<file path="src/rtl/register_wb_buf.sv">
// Write-back stage: decodes one op per cycle into up to two register writes,
// queues them in a DEPTH-entry FIFO, and forwards the youngest queued value.
module register_wb_buf #(
    parameter int unsigned DATA_W = 32,
    parameter int unsigned ADDR_W = 5,
    parameter int unsigned DEPTH  = 4
) (
    input  logic                         clk,
    input  logic                         rst,
    input  logic [DATA_W-1:0]            r1,
    input  logic [DATA_W-1:0]            r2,
    input  logic [ADDR_W-1:0]            a1,
    input  logic [ADDR_W-1:0]            a2,
    input  logic [3:0]                   op,
    input  logic                         proceed,
    output logic                         in_ready,
    output logic [DATA_W-1:0]            wr1,
    output logic [DATA_W-1:0]            wr2,
    output logic [ADDR_W-1:0]            wa1,
    output logic [ADDR_W-1:0]            wa2,
    output logic [1:0]                   write,
    input  logic                         wr_ack,
    output logic [$clog2(DEPTH+1)-1:0]   pending,
    input  logic [ADDR_W-1:0]            rq_addr,
    output logic                         rq_hit,
    output logic [DATA_W-1:0]            rq_data
);

    localparam int unsigned PTR_W = $clog2(DEPTH);
    localparam int unsigned CNT_W = $clog2(DEPTH + 1);
    localparam logic [CNT_W-1:0] FULL_CNT = CNT_W'(DEPTH);

    logic [DATA_W-1:0] q_wr1 [DEPTH];
    logic [DATA_W-1:0] q_wr2 [DEPTH];
    logic [ADDR_W-1:0] q_wa1 [DEPTH];
    logic [ADDR_W-1:0] q_wa2 [DEPTH];
    logic [1:0]        q_wen [DEPTH];

    logic [PTR_W-1:0]  wptr, rptr;
    logic [CNT_W-1:0]  count;

    logic [DATA_W-1:0] d_wr1, d_wr2;
    logic [ADDR_W-1:0] d_wa1, d_wa2;
    logic [1:0]        d_wen;
    logic              enq, deq, empty;

    always_comb begin
        d_wr1 = '0;
        d_wr2 = '0;
        d_wa1 = '0;
        d_wa2 = '0;
        d_wen = 2'b00;
        case (op)
            4'd1: begin d_wr1 = r1; d_wa1 = a1;                d_wen = 2'b01; end
            4'd2: begin d_wr1 = r1; d_wa1 = a2;                d_wen = 2'b01; end
            4'd3: begin d_wr1 = r1; d_wa1 = r2[ADDR_W-1:0];    d_wen = 2'b01; end
            4'd4: begin d_wr1 = r2; d_wa1 = a1;                d_wen = 2'b01; end
            4'd5: begin d_wr1 = r2; d_wa1 = a2;                d_wen = 2'b01; end
            4'd6: begin d_wr1 = r2; d_wa1 = r1[ADDR_W-1:0];    d_wen = 2'b01; end
            4'd7, 4'd8: begin
                // Same-address dual write collapses to the r2 write alone
                if (a1 == a2) begin
                    d_wr1 = r2;
                    d_wa1 = a1;
                    d_wen = 2'b01;
                end else if (op == 4'd7) begin
                    d_wr1 = r1; d_wa1 = a1;
                    d_wr2 = r2; d_wa2 = a2;
                    d_wen = 2'b11;
                end else begin
                    d_wr1 = r1; d_wa1 = a2;
                    d_wr2 = r2; d_wa2 = a1;
                    d_wen = 2'b11;
                end
            end
            default: d_wen = 2'b00;
        endcase
    end

    assign empty    = (count == '0);
    assign in_ready = (count != FULL_CNT);
    assign pending  = count;
    assign enq      = proceed && in_ready && (d_wen != 2'b00);
    assign deq      = wr_ack && !empty;

    always_ff @(posedge clk or negedge rst) begin
        if (!rst) begin
            wptr  <= '0;
            rptr  <= '0;
            count <= '0;
            for (int unsigned i = 0; i < DEPTH; i++) begin
                q_wr1[i] <= '0;
                q_wr2[i] <= '0;
                q_wa1[i] <= '0;
                q_wa2[i] <= '0;
                q_wen[i] <= '0;
            end
        end else begin
            if (enq) begin
                q_wr1[wptr] <= d_wr1;
                q_wr2[wptr] <= d_wr2;
                q_wa1[wptr] <= d_wa1;
                q_wa2[wptr] <= d_wa2;
                q_wen[wptr] <= d_wen;
                wptr        <= wptr + 1'b1;
            end
            if (deq)
                rptr <= rptr + 1'b1;
            case ({enq, deq})
                2'b10:   count <= count + 1'b1;
                2'b01:   count <= count - 1'b1;
                default: count <= count;
            endcase
        end
    end

    always_comb begin
        write = empty ? 2'b00 : q_wen[rptr];
        wr1   = empty ? '0    : q_wr1[rptr];
        wr2   = empty ? '0    : q_wr2[rptr];
        wa1   = empty ? '0    : q_wa1[rptr];
        wa2   = empty ? '0    : q_wa2[rptr];
    end

    // Walk oldest to youngest so later matches win; port 2 overrides port 1
    logic [PTR_W-1:0] fw_slot;
    always_comb begin
        rq_hit  = 1'b0;
        rq_data = '0;
        fw_slot = rptr;
        for (int unsigned i = 0; i < DEPTH; i++) begin
            fw_slot = rptr + PTR_W'(i);
            if (CNT_W'(i) < count) begin
                if (q_wen[fw_slot][0] && q_wa1[fw_slot] == rq_addr) begin
                    rq_hit  = 1'b1;
                    rq_data = q_wr1[fw_slot];
                end
                if (q_wen[fw_slot][1] && q_wa2[fw_slot] == rq_addr) begin
                    rq_hit  = 1'b1;
                    rq_data = q_wr2[fw_slot];
                end
            end
        end
    end

endmodule

</file>
<file path="config.mk">
export PLATFORM = sky130hd
export DESIGN_NAME = register_wb_buf
export DESIGN_NICKNAME = d
export VERILOG_FILES = /design/src/rtl/register_wb_buf.sv
export SDC_FILE = /design/constraint.sdc
export NUM_CORES = 1
export LEC_CHECK = 0
export CAP_MARGIN = 20
export CORE_AREA = 2 2 220 222
export CTS_CLUSTER_SIZE = 20
export DETAILED_ROUTE_END_ITERATION = 16
export DIE_AREA = 0 0 222 224
export MAX_ROUTING_LAYER = met4
export PLACE_DENSITY = 0.71
export SLEW_MARGIN = 10
export SYNTH_ARGS = -nofsm -noshare
export SYNTH_HDL_FRONTEND = slang
export SYNTH_SLANG_ARGS = --single-unit
</file>
<file path="constraint.sdc">
create_clock -name clk -period 6.53 [get_ports clk]
set_input_delay 0.9795 -clock clk [delete_from_list [all_inputs] [get_ports clk]]
set_output_delay 0.9795 -clock clk [all_outputs]
set_load 0.1 [all_outputs]
</file>
==> metrics.txt, run 1 <==
post-synthesis instance total=roughly 2700; number of resized instances in the post-cts repair step=0; relative max-transition margin=about 21%; Cell Count, Final, Fillers Out=about 3300; # port buffers=approximately 200; count of antenna diodes in the layout=0; setup repair after global routing missed its margin=no; type of the worst setup path=register to primary output; first-iteration detailed-routing DRC count=approximately 2700; Post CTS Setup Buffer Count=0; TritonCTS clock tree=built; critical path data required time=5.55 ns; placer's final routability congestion estimate=~0.9; final hold slack=0.477 ns; placement-stage worst setup slack=about 0.87 ns; leading register cell type out of synthesis=sky130_fd_sc_hd__dfrtp_1; antenna-violating nets left=0; status=finished, final reports clean; number of core rows=80; final-report max-slew violation count=0; share of cell area taken by muxes after synthesis=between 20% and 30%; number of flip-flops and latches in the synthesized netlist=311; Final WS setup=about 0.66 ns; number of vias per cell after detailed routing=about 6.6; simple-gate share of the synthesized area=14.3%; highest achievable clock rate=around 0.17 GHz; fraction of registers with async set/reset=100%; wire length of the first global-routing pass=roughly 120 mm; number of cells on the worst reg-to-reg path=9; Final nets=approximately 2800; power density over the cells=between 600 and 700 nW/um^2; total core area=around 47000 sq um; final worst clock skew=about 0.018 ns; number of synthesized flops with an enable pin=0; share of layout cells above drive strength 1=between 10% and 20%; fin crit period=about 6 ns; via count of the routed design=between 20000 and 25000; number of endpoints failing setup at the final stage=0; drt first pass iters=6; number of primary I/O pins=200; Max rail drop VDD=roughly 0.64 mV; antenna violations before repair=0; cts bufs inserted=37; gr ovfl total=0; Remaining DRCs=0; Clock transition at path regs=about 0.06 ns; worst skew pair latency=0.57 ns; clk buf depth=3; library cells used by synthesis=57; post-synthesis cell area=approximately 23000 sq um; post-route clock period utilization=between 80 and 90%; combinational family with the most area after synthesis=multiplexers; share of synthesized area occupied by flip-flops and latches=33.3%; Critical Path Start Type=register; number of global-route vias before repair=between 20000 and 25000; count of synthesis-stage warnings from yosys=0; accumulated negative setup slack=0 ns; Final Hold Vio Count=0; mean routed wirelength per cell=23.7 um; crit-path max FO=between 40 and 50; synthesized-area fraction occupied by ao, oa, aoi and oai cells=21.4%; post-synthesis area per instance=around 8.7 sq um; effective utilization at floorplan=approximately half; hold crit path type=primary input to asynchronous set/reset pin; Hold Buf Count CTS=0; worst reg2reg endpoint=pending[2]; GRT Overall Usage=32.5%; Area growth syn-to-layout=16.2%; syn nets=between 2000 and 3000; Die Footprint=approximately 50000 sq um; Cells after DPL=3285; Least-Margin Pin Slew=1.19 ns; Leak=around 11 nW; setup slack of the worst register-to-register path=between 3 and 4 ns; Clock Root Buffer=sky130_fd_sc_hd__clkbuf_16; clock sink total=about 310; height of the die=224 um; H-tree levels=2; max-cap violations=0; Crit. End Element=primary output; hpwl dp=just under 50 mm; data arrival time of the critical path=roughly 4.9 ns; parity-gate share of the synthesized area counting xor and xnor cells=2.02%; routed wire length=79.5 mm; floorplan die width=roughly 220 um; count of filler cells inserted in the layout=between 4000 and 5000; adder and majority gate portion of the synthesized area=less than 1%; startpoint of the lowest-slack register-to-register path=pending[0]; maximum number of pins on one net before global-route repair=140
## registers in the layout, summed over array words and instances, names as in the netlist
register and cells:
q_wa2 20, pending 3, q_wen 8, wptr 2, q_wr2 128, q_wa1 20, q_wr1 128, rptr 2
## cell families (layout without fill, tap and decap cells)
kind of cell / Yosys count / in the layout
muxes: 410 / 410
AOI/OAI and AO/OA: 770 / 770
adders and majority gates: 8 / 8
and+or+nand+nor: 829 / 829
buffers and inverters: 302 / 352
xor gates and xnor gates: 54 / 54
DFF: 311 / 311
## cells in the final DEF, fill, tap and decap left out, drive strengths merged, types with 4 or more instances in the layout
cell and n:
nand2 452, o41ai 15, ha 8, or3 14, a21o 33, clkdlybuf4s50 164
a21oi 88, xor2 22, o31ai 21, o211ai 41, mux2i 250, clkbuf 51
o21ai 253, a31oi 146, nand3 35, o32ai 23, a211oi 67, nor3 6
nor2 267, a32oi 4, a22o 5, a211o 19, inv 39, a222oi 4
dfrtp 311, o2111ai 42, nand2b 11, xnor2 32, clkinv 7, mux4 90
mux2 70, buf 87, and2 8, nor2b 22
## where the power goes
| part | total, mW | switching [mW] | internal (mW) |
|---|---|---|---|
| registers | 3.67 | 1.00 | 2.67 |
| logic | 10.8 | 7.11 | 3.72 |
| clock network | 2.11 | 0.850 | 1.26 |
| total | 16.6 | 8.96 | 7.65 |
## worst max-delay path by stage
stage                          start          end  slack [ns]  cells after the start
after global placement    rq_addr[2]  rq_data[31]        0.90                     10
final                        rptr[0]  rq_data[31]        0.66                      9
after global routing         rptr[0]  rq_data[31]        0.44                      9
after detailed placement  rq_addr[2]  rq_data[31]        0.87                     10
after floorplan           rq_addr[0]  rq_data[10]        0.53                     10
after CTS                    rptr[1]      wr2[22]        0.71                      6
## critical path: stages (launching register included)
cell and delay, ns:
sky130_fd_sc_hd__dfrtp_4 0.88, sky130_fd_sc_hd__mux4_2 0.65, sky130_fd_sc_hd__xnor2_1 0.28, sky130_fd_sc_hd__nand2_1 0.07
sky130_fd_sc_hd__or4_2 0.76, sky130_fd_sc_hd__buf_4 0.33, sky130_fd_sc_hd__mux2i_1 0.22, sky130_fd_sc_hd__a211oi_1 0.11
sky130_fd_sc_hd__o41ai_2 0.71, sky130_fd_sc_hd__buf_12 0.26
## cell usage after synthesis, drive strengths merged, types with 5 or more instances
master	number	share of area [%]
buf	117	2.9
inv	37	0.59
a21oi	88	1.9
o21ai	253	5.4
mux4	90	8.7
dfrtp	311	33
xor2	22	0.82
a22o	5	0.19
a31oi	146	3.9
o211ai	41	1.3
o41ai	15	0.98
nor2	267	4.3
o32ai	23	0.86
nor3	6	0.13
nand2b	11	0.29
o31ai	21	0.67
clkbuf	147	2.4
and2	8	0.21
a21o	33	1.1
nand3	35	0.75
xnor2	32	1.2
nand2	452	7.3
mux2	70	3.4
o2111ai	42	1.6
mux2i	250	11
or3	14	0.37
a211o	19	0.71
nor2b	22	0.59
a211oi	67	2.1
ha	8	0.43
## metal layers
metal  share of wire (%)  GRT usage (%)
met4                 4.7           15.6
met2                  45           48.6
met1                  41           43.2
met5                   0              -
met3                 9.2           5.52
## final cells by class
| class | instances | area (sq um) | share of cell area, % |
|---|---|---|---|
| inverters | 38 | 144 | 0.529 |
| flip-flops and latches | 311 | 7790 | 28.7 |
| multi-input cells | 2071 | 14500 | 53.2 |
| clock buffers | 51 | 1070 | 3.93 |
| well taps | 615 | 769 | 2.83 |
| clock inverters | 12 | 149 | 0.548 |
| repair buffers | 251 | 2800 | 10.3 |
## per-stage QoR
step	total power [mW]	instance area, sq um	utilization [%]
after floorplan	11.6	23400	-
after global placement	14.1	25900	54.8
after detailed placement	14.4	25900	54.8
after CTS	16.5	27100	57.3
after global routing	17.4	27200	57.4
final	16.6	27200	57.4
No activity file was read; power rests on OpenSTA's default activity.
==> inputs of run 2 (changes only) <==
Settings changed: ABC_AREA from default to 1, CORE_AREA 2 2 220 222 to 2 2 222 224, DIE_AREA 0 0 222 224 to 0 0 224 226.
==> metrics.txt, run 2 <==
height of the die=226 um (was 224 um); top library cells by usage in the layout, fill and taps aside=sky130_fd_sc_hd__nand2_1, sky130_fd_sc_hd__o21ai_0, sky130_fd_sc_hd__inv_1, sky130_fd_sc_hd__dfrtp_1, sky130_fd_sc_hd__nand3_1 (was sky130_fd_sc_hd__nand2_1, sky130_fd_sc_hd__dfrtp_1, sky130_fd_sc_hd__nor2_1, sky130_fd_sc_hd__o21ai_0, sky130_fd_sc_hd__mux2i_1); number of endpoints failing setup at the final stage=0 (unchanged); most frequently used cell type in the post-synthesis netlist=sky130_fd_sc_hd__nand2_1 (unchanged); critical path data required time=5.55 ns (about the same); library cells used by synthesis=37 (was 57); Crit. End Element=primary output (unchanged); final worst clock skew=0.0315 ns (was 0.0176 ns); total core area=48300 sq um (was 47300 sq um); wire length of the first global-routing pass=133 mm (was 123 mm); critical path's slowest cell=sky130_fd_sc_hd__nand2_4 (was sky130_fd_sc_hd__dfrtp_4); number of primary I/O pins=200 (unchanged); antenna-violating nets left=0 (unchanged); clk buf depth=3 (unchanged); status=finished, final reports clean (unchanged); chain of cells forming the critical path=buf_12, nand2_1, nand2_4, nand2_1, nand3_1, nand2_1, nor2_1, nand3_1, nand2_1, nand2_1, buf_4, nand2_1, nand2_1, nand2_1, nand2_1, nand2_1, buf_12 (was mux4_2, xnor2_1, nand2_1, or4_2, buf_4, mux2i_1, a211oi_1, o41ai_2, buf_12); number of global-route vias before repair=23461 (was 21259); post-route clock period utilization=88.8% (was 89.8%); commonest cells in the netlist=sky130_fd_sc_hd__nand2_1, sky130_fd_sc_hd__o21ai_0, sky130_fd_sc_hd__inv_1, sky130_fd_sc_hd__dfrtp_1, sky130_fd_sc_hd__nand3_1 (was sky130_fd_sc_hd__nand2_1, sky130_fd_sc_hd__dfrtp_1, sky130_fd_sc_hd__nor2_1, sky130_fd_sc_hd__o21ai_0, sky130_fd_sc_hd__mux2i_1); crit-path max FO=282 (was 47); share of synthesized area occupied by flip-flops and latches=32.5% (was 33.3%); Critical Path Start Type=register (unchanged); clock sink total=311 (unchanged); H-tree levels=2 (unchanged); antenna violations before repair=2 (was 0); gr ovfl total=0 (unchanged); worst skew pair latency=0.57 ns (about the same); hpwl dp=56.3 mm (was 48.8 mm); first-iteration detailed-routing DRC count=3290 (was 2720); via count of the routed design=26019 (was 22213); share of layout cells above drive strength 1=5.86% (was 13.0%); number of core rows=81 (was 80); most common cell after layout, fill and taps aside=sky130_fd_sc_hd__nand2_1 (unchanged); dominant cell type by area after synthesis=sky130_fd_sc_hd__dfrtp_1 (unchanged); Die Footprint=50600 sq um (was 49700 sq um); leading register cell type out of synthesis=sky130_fd_sc_hd__dfrtp_1 (unchanged); post-synthesis instance total=4031 (was 2684); floorplan die width=224 um (was 222 um); accumulated negative setup slack=0 ns (unchanged); Remaining DRCs=0 (unchanged); Crit path largest cell delay=0.57 ns (was 0.88 ns); count of filler cells inserted in the layout=4790 (was 4107); number of flip-flops and latches in the synthesized netlist=311 (unchanged); number of vias per cell after detailed routing=5.56 (was 6.63); final-report max-slew violation count=0 (unchanged); cts bufs inserted=37 (unchanged); number of resized instances in the post-cts repair step=0 (unchanged); count of synthesis-stage warnings from yosys=0 (unchanged); share of Yosys cell area claimed by the top area cell type=32.5% (was 33.3%); highest achievable clock rate=0.173 GHz (was 0.170 GHz); post-synthesis cell area=24000 sq um (was 23400 sq um); placer's final routability congestion estimate=0.972 (was 0.918); setup repair after global routing missed its margin=no (unchanged); Hold Buf Count CTS=0 (unchanged); fraction of registers with async set/reset=100% (unchanged); # port buffers=199 (unchanged); setup slack of the worst register-to-register path=3.02 ns (was 3.28 ns); Post CTS Setup Buffer Count=0 (unchanged); max-cap violations=0 (unchanged); syn nets=4126 (was 2779); hold crit path type=primary input to asynchronous set/reset pin (unchanged); type of the worst setup path=register to primary output (unchanged); TritonCTS clock tree=built (unchanged); most numerous cell on the critical path=sky130_fd_sc_hd__nand2_1; leading registers by flop count=q_wr1 x128, q_wr2 x128 (unchanged); Least-Margin Pin Slew=1.31 ns (was 1.19 ns); data arrival time of the critical path=4.82 ns (was 4.89 ns); number of synthesized flops with an enable pin=0 (unchanged); maximum number of pins on one net before global-route repair=283 (was 140); Clock Root Buffer=sky130_fd_sc_hd__clkbuf_16 (unchanged); Clock transition at path regs=0.06 ns (about the same); relative max-transition margin=12.4% (was 20.6%); Final nets=4129 (was 2805); top post-synthesis cells by area=sky130_fd_sc_hd__dfrtp_1, sky130_fd_sc_hd__nand2_1, sky130_fd_sc_hd__o21ai_0, sky130_fd_sc_hd__inv_1, sky130_fd_sc_hd__nand3_1 (was sky130_fd_sc_hd__dfrtp_1, sky130_fd_sc_hd__mux2i_1, sky130_fd_sc_hd__mux4_2, sky130_fd_sc_hd__nand2_1, sky130_fd_sc_hd__o21ai_0); Final Hold Vio Count=0 (unchanged); effective utilization at floorplan=49.6% (was 49.4%); GRT Overall Usage=34.7% (was 32.5%); routed wire length=85.5 mm (was 79.5 mm); post-synthesis area per instance=5.95 sq um (was 8.72 sq um); fin crit period=5.80 ns (was 5.87 ns); mean routed wirelength per cell=18.3 um (was 23.7 um); drt first pass iters=8 (was 6); Area growth syn-to-layout=15.0% (was 16.2%)
[run 2: cell count changes in the layout (fill, tap and decap cells not counted), moves of 138 or more]
cell,previous run,this run
sky130_fd_sc_hd__inv_1,37,419
sky130_fd_sc_hd__mux2i_1,249,1
sky130_fd_sc_hd__nand3_1,35,173
sky130_fd_sc_hd__a31oi_1,146,0
sky130_fd_sc_hd__o21ai_0,250,709
sky130_fd_sc_hd__nand2_1,448,1624
[run 2: final timing paths]
path	cells past startpoint	endpoint	start
max	17	rq_data[2]	rptr[0]
min	1	q_wa1[2]	rst
max reg2reg	9	q_wr1[48]	pending[0]
min reg2reg	2	q_wen[6]	q_wen[6]
max in group asynchronous	2	rptr[0]	rst
min in group clk	2	q_wen[6]	q_wen[6]
[run 2: routing by layer]
layer / vias to the layer above / part of all wire, % / wire [um] / track usage, %
li1: 12706 / - / - / -
met1: 11771 / 43 / 37200 / 47.3
met2: 1328 / 42 / 36200 / 50.4
met3: 214 / 11 / 9210 / 7.57
met4: 0 / 3.5 / 2960 / 13.0
met5: - / 0 / 0 / -
[run 2: cell families (layout without fill, tap and decap cells)]
logic type | Yosys count | count (layout) | synth area share [%]
simple gates | 2100 | 2100 | 35.5
compound gates | 875 | 875 | 18.7
buf+inv | 722 | 750 | 12.4
flops | 311 | 311 | 32.5
xor+xnor | 14 | 14 | 0.511
fa+ha+maj | 8 | 8 | 0.418
mux | 1 | 1 | 0.0418
other cells | 0 | 1 | 0
[run 2: through the flow]
step / worst slack (ns) / util, % / std cells / hold WS (ns) / area (sq um)
2_1_floorplan: 2.33 / - / 4031 / 0.431 / 24000
3_5_place_dp: 1.19 / 54.2 / 4613 / 0.452 / 26200
5_1_grt: 0.267 / 57.0 / 4682 / 0.411 / 27600
6_report: 0.735 / 57.0 / 4682 / 0.370 / 27600
3_3_place_gp: 1.21 / 54.2 / 4613 / 0.444 / 26200
4_1_cts: 0.652 / 56.9 / 4677 / 0.381 / 27500
[run 2: area by class of cell]
type                    count  area [sq um]  share of cell area [%]
multi-input cells        2998         13300                    48.2
flip-flops and latches    311          7790                    28.2
repair buffers            252          2760                    10.0
inverters                 434          1650                    5.97
clock buffers              51          1070                    3.88
well taps                 622           778                    2.82
clock inverters            13           250                   0.907
diodes                      1          2.50                 0.00907
[run 2: critical path, delay by kind of cell, from the launching register on]
family                 cells  cell delay [ns]
buffers and inverters      3             1.10
DFF                        1             0.46
and+or+nand+nor           14             2.46
Power of run 2 is not shown: default switching activity piles up to over one toggle a cycle in this logic, so the estimate is an artifact.
